`src/rtl/bn_scheduler.sv`:
```
// rtl/bn_scheduler.sv - round-robin scheduler sharing one batch-normalization datapath
// Holds per-requester {factor, addend} config and sequences IDLE -> ISSUE -> CAPTURE.
module bn_scheduler #(
  parameter  int NEURONS      = 4,
  parameter  int WIDTH        = 6,
  parameter  int ADDEND_WIDTH = WIDTH - 2,
  localparam int IDW          = (NEURONS > 1) ? $clog2(NEURONS) : 1
) (
  input  logic                           clk,
  input  logic                           reset,
  input  logic                           cfg_we,
  input  logic [IDW-1:0]                 cfg_addr,
  input  logic [3:0]                     cfg_factor,
  input  logic signed [ADDEND_WIDTH-1:0] cfg_addend,
  output logic                           cfg_err,
  input  logic [NEURONS-1:0]             req,
  input  logic [NEURONS*WIDTH-1:0]       u_flat,
  input  logic [NEURONS*WIDTH-1:0]       z_flat,
  output logic [NEURONS-1:0]             ack,
  output logic [WIDTH-1:0]               bn_u,
  output logic [WIDTH-1:0]               bn_z,
  output logic [3:0]                     bn_factor,
  output logic signed [ADDEND_WIDTH-1:0] bn_addend,
  input  logic [WIDTH-1:0]               bn_u_out,
  output logic                           result_valid,
  output logic [IDW-1:0]                 result_id,
  output logic [WIDTH-1:0]               result,
  output logic                           busy
);

  typedef enum logic [1:0] {IDLE, ISSUE, CAPTURE} state_t;

  localparam logic [3:0] FACTOR_X1 = 4'b0100;

  state_t                         state;
  logic [IDW-1:0]                 rr_ptr;
  logic [IDW-1:0]                 grant_id;
  logic [3:0]                     factor_mem [NEURONS];
  logic signed [ADDEND_WIDTH-1:0] addend_mem [NEURONS];

  logic           found;
  logic [IDW-1:0] pick;
  logic           addr_ok;
  logic           factor_ok;
  logic           cfg_ok;

  // Round-robin search starting at rr_ptr, wrapping at NEURONS.
  always_comb begin
    int idx;
    idx   = 0;
    found = 1'b0;
    pick  = '0;
    for (int k = 0; k < NEURONS; k++) begin
      idx = int'(rr_ptr) + k;
      if (idx >= NEURONS) idx = idx - NEURONS;
      if (!found && req[idx]) begin
        found = 1'b1;
        pick  = IDW'(idx);
      end
    end
  end

  // Codes xx11 above x8 are undefined; x8 itself only works without an addend.
  always_comb begin
    addr_ok   = ({{(32-IDW){1'b0}}, cfg_addr} < NEURONS);
    factor_ok = 1'b1;
    if (cfg_factor[1:0] == 2'b11) begin
      if (cfg_factor[3:2] != 2'b00) factor_ok = 1'b0;
      else if (cfg_addend != '0)    factor_ok = 1'b0;
    end
    cfg_ok = addr_ok && factor_ok;
  end

  assign busy = (state != IDLE);

  always_ff @(posedge clk) begin
    if (reset) begin
      state        <= IDLE;
      rr_ptr       <= '0;
      grant_id     <= '0;
      cfg_err      <= 1'b0;
      ack          <= '0;
      result_valid <= 1'b0;
      result       <= '0;
      result_id    <= '0;
      bn_u         <= '0;
      bn_z         <= '0;
      bn_factor    <= FACTOR_X1;
      bn_addend    <= '0;
      for (int i = 0; i < NEURONS; i++) begin
        factor_mem[i] <= FACTOR_X1;
        addend_mem[i] <= '0;
      end
    end else begin
      cfg_err      <= 1'b0;
      ack          <= '0;
      result_valid <= 1'b0;

      if (cfg_we) begin
        if (cfg_ok) begin
          factor_mem[cfg_addr] <= cfg_factor;
          addend_mem[cfg_addr] <= cfg_addend;
        end else begin
          cfg_err <= 1'b1;
        end
      end

      case (state)
        IDLE: begin
          if (found) begin
            grant_id  <= pick;
            bn_u      <= u_flat[int'(pick)*WIDTH +: WIDTH];
            bn_z      <= z_flat[int'(pick)*WIDTH +: WIDTH];
            bn_factor <= factor_mem[pick];
            bn_addend <= addend_mem[pick];
            state     <= ISSUE;
          end
        end
        ISSUE: state <= CAPTURE;
        CAPTURE: begin
          result       <= bn_u_out;
          result_id    <= grant_id;
          result_valid <= 1'b1;
          ack          <= NEURONS'(1) << grant_id;
          rr_ptr       <= (int'(grant_id) == NEURONS - 1) ? '0 : grant_id + 1'b1;
          state        <= IDLE;
        end
        default: state <= IDLE;
      endcase
    end
  end

endmodule

```
`config.mk`:
```
export PLATFORM = sky130hd
export DESIGN_NAME = bn_scheduler
export DESIGN_NICKNAME = d
export VERILOG_FILES = /design/src/rtl/bn_scheduler.sv
export SDC_FILE = /design/constraint.sdc
export NUM_CORES = 1
export LEC_CHECK = 0
export ABC_AREA = 1
export CAP_MARGIN = 40
export CORE_MARGIN = 2
export CORE_UTILIZATION = 44
export DETAILED_ROUTE_END_ITERATION = 10
export PLACE_DENSITY = 0.77
export RECOVER_POWER = 25
export SYNTH_ARGS = -nofsm -noshare
export SYNTH_HDL_FRONTEND = slang
export SYNTH_SLANG_ARGS = --single-unit
```
`constraint.sdc`:
```
create_clock -name clk -period 2.1 [get_ports clk]
set_clock_uncertainty 0.2 [all_clocks]
set_input_delay 0.42 -clock clk [delete_from_list [all_inputs] [get_ports clk]]
set_output_delay 0.42 -clock clk [all_outputs]
set_load 0.02 [all_outputs]
```
==> impl_metrics.csv <==
group,metric,value,unit
route,firstDrtPassIters,5,
yosys,synth_cell_types,29,
power_and_ir_drop,p_per_area,884,nW/um^2
job,drv_cap,0,
yosys,synth_top_area_share,25.2,%
worst_hold_path,hold_depth,2,
route,drc,0,
worst_setup_path,critPathCaptureType,"flop",
clocking,htree_num_levels,3,
sta,worst_slew_pin_slew,0.373,ns
worst_setup_path,slowest_delay,0.39,ns
sta,min_period,2.12,ns
worst_setup_path,crit_path_top_delay_cell,"dfxtp_4",
floorplan,io_pins,106,
clocking,cts_hold_buf,0,
power_and_ir_drop,p_leak,2.86,nW
floorplan,fp.dieW,97.1,um
sta,final_hold_viol_count,0,
worst_setup_path,start_kind,"flop",
yosys,seq_area_frac_synth,46.2,%
route,viasPerCell,5.15,
sta,rsz0062_at_grt,"yes",
run_status,outcome,"finished, violations left",
sta,relSlewSlack,75.1,%
placement,post-dp-hpwl,7770,um
placement,io_buffers,105,
clocking,cts_tree,"built",
global_routing,grt_pass1_vias,3720,
route,ant_nets,0,
clocking,numCtsBuffers,9,
cells_and_area,area_growth,55.0,%
yosys,synth_area_leaders,"edfxtp_1 25%, dfxtp_1 21%, nand2_1 15%, nor2_1 7.7%, nand3_1 7.1%",
yosys,yosysTopAreaCell,"edfxtp_1",
yosys,synth_nets,598,
yosys,syn_avg_cell_area,7.25,um^2
sta,period_share,101,%
power_and_ir_drop,power,0.00523,W
cells_and_area,fin_cells,788,
cells_and_area,design_area,5910,um^2
yosys,async_flop_share,0,%
global_routing,grt_use_total,22.4,%
route,wl_per_cell,14.8,um
floorplan,std_cell_rows,33,
yosys,ys_seq_elements,72,
placement,placed_cells,753,
power_and_ir_drop,peakVddDrop,0.418,mV
placement,gp_congestion,0.868,
cells_and_area,nFillCells,634,
global_routing,grt_overflow,0,
floorplan,dieArea,9430,um^2
global_routing,antenna_found_initial,0,
run_status,violations,"negative setup slack",
sta,hold_ws,0.284,ns
worst_setup_path,crit_arrival,2.16,ns
clocking,clk_latency,0.34,ns
route,vias,4061,
route,drt_wl_total,11700,um
worst_setup_path,cp_common_cell,"nand2_1",
worst_setup_path,cp_top_family,"simple AND/OR/NAND/NOR gates",
floorplan,core,8300,um^2
yosys,synth-main-ff-cell,"dfxtp_1",
worst_setup_path,crit_chain,"buf_6, nand2_2, nand2_4, nand2_2, nand2_2, nor2_4, nand3_4, nand3_4, clkbuf_16, nand2_1, nand3_1, nand2_1, nand2_1, nand2_1",
sta,fin_ws,-0.0250,ns
worst_setup_path,reg2regPathDepth,14,
worst_setup_path,worstSetupPathType,"flop to flop",
global_routing,grt_max_degree,24,
placement,pre_cts_slack,-0.390,ns
yosys,syn-cell-area,3810,um^2
yosys,yosysWarnings,0,
floorplan,dieHeight,97.1,um
worst_setup_path,worstPathRequired,2.14,ns
yosys,synth_edf_count,32,
clocking,cts_buffer_depth,2,
floorplan,initial_core_util,46.0,%
sta,slew_violations,0,
clocking,cts.sinks,72,
sta,max_freq,471,MHz
placement,place_area,5230,um^2
sta,finalSetupViolations,5,
global_routing,grt_pass1_wl,17200,um
cells_and_area,drive_gt1_share,20.8,%
worst_hold_path,holdCritPathClass,"flop to flop",
clocking,cts_root_buffer,"clkbuf_8",
yosys,synthCells,526,
worst_setup_path,critPathMaxFanout,8,
clocking,clkTransAtPathRegs,0.08,ns
worst_setup_path,path_buf_inv,2,
yosys,synth_commonest_cells,"154 x nand2_1, 78 x nor2_1, 65 x inv_1",
cells_and_area,nNetsFinal,749,
route,drt_iter0_drc,202,
worst_setup_path,crit_cells,14,
yosys,synth_most_common_cell,"nand2_1",
==> cells by family (layout without fill, tap and decap cells) <==
group	after synthesis	after routing	share of synthesized area, %
and+or+nand+nor	333	333	38.9
buffers and inverters	95	251	10.8
DFF	72	72	46.2
AOI/OAI and AO/OA	25	25	3.80
adders and majority gates	1	1	0.328
other	0	1	0
==> path summary, 6_finish.rpt <==
kind                startpoint      endpoint  slack [ns]
hold / removal    result_id[1]  result_id[1]        0.28
setup / recovery     rr_ptr[0]  bn_factor[2]       -0.02
hold reg to reg   result_id[1]  result_id[1]        0.28
setup reg to reg     rr_ptr[0]  bn_factor[2]       -0.02
==> stage by stage <==
stage               util (%)  setup TNS [ns]
floorplan                  -          -0.585
global placement        63.0          -20.02
detailed placement      63.0          -24.47
CTS                     65.7               0
global route            71.2           -2.31
finish                  71.3         -0.0754
==> flip-flops by register name (all words and copies together), names as in the netlist <==
register,cells
ack,4
addend_mem,16
bn_addend,4
bn_factor,4
bn_u,6
bn_z,6
cfg_err,1
factor_mem,16
grant_id,2
result,6
result_id,2
result_valid,1
rr_ptr,2
state,2
==> power breakdown <==
group / total, W / internal [W] / leakage [nW] / switching, W
clock: 0.00122 / 0.000676 / 0.103 / 0.000541
sequential: 0.00177 / 0.00166 / 0.641 / 0.000112
combinational: 0.00224 / 0.00102 / 2.12 / 0.00122
total: 0.00523 / 0.00336 / 2.86 / 0.00187
==> per-layer routing <==
layer,GRT usage [%],vias to the layer above,routed length [um],part of all wire (%)
met5,0,-,0,0
met4,8.67,0,268,2.3
met3,3.67,24,613,5.3
met2,40.4,162,6250,54
met1,26.4,1898,4520,39
li1,-,1977,-,-
==> cells in the final DEF, fill, tap and decap left out, drive strengths merged <==
master | netlist | routed
nand2 | 166 | 166
dlymetal6s2s | 0 | 8
nor2 | 81 | 81
diode | 0 | 1
bufinv | 0 | 2
clkdlybuf4s50 | 0 | 95
clkbuf | 5 | 14
dlygate4sd3 | 0 | 1
a211oi | 2 | 2
nand3 | 60 | 60
o21ai | 17 | 17
ha | 1 | 1
nand4 | 24 | 24
clkinv | 0 | 1
a21oi | 4 | 4
clkinvlp | 0 | 2
o41ai | 1 | 1
dfxtp | 40 | 40
o311ai | 1 | 1
dlygate4sd2 | 0 | 1
buf | 17 | 53
nand3b | 1 | 1
nor3 | 1 | 1
inv | 73 | 74
edfxtp | 32 | 32
==> worst register-to-register path: stages, from the launching register on <==
cell,delay (ns)
dfxtp_4,0.39
buf_6,0.15
nand2_2,0.08
nand2_4,0.06
nand2_2,0.06
nand2_2,0.06
nor2_4,0.18
nand3_4,0.13
nand3_4,0.21
clkbuf_16,0.21
nand2_1,0.05
nand3_1,0.06
nand2_1,0.07
nand2_1,0.07
nand2_1,0.05
==> repair_timing <==
item	CTS	global route
setup buffers	0	12
resized for setup	4	76
gates cloned	0	6
pin swaps	0	32
endpoints found under the setup margin	21	70
==> cell type report <==
| cell class | count | area [um^2] | share of cell area, % |
|---|---|---|---|
| timing repair buffer | 162 | 1660 | 28.0 |
| clock inverter | 6 | 92.6 | 1.57 |
| multi-input combinational | 359 | 1840 | 31.1 |
| tap | 105 | 131 | 2.22 |
| inverter | 73 | 297 | 5.01 |
| antenna | 1 | 2.50 | 0.0423 |
| sequential | 72 | 1770 | 29.9 |
| clock buffer | 10 | 128 | 2.16 |
Power figures use the tool's default switching activity.
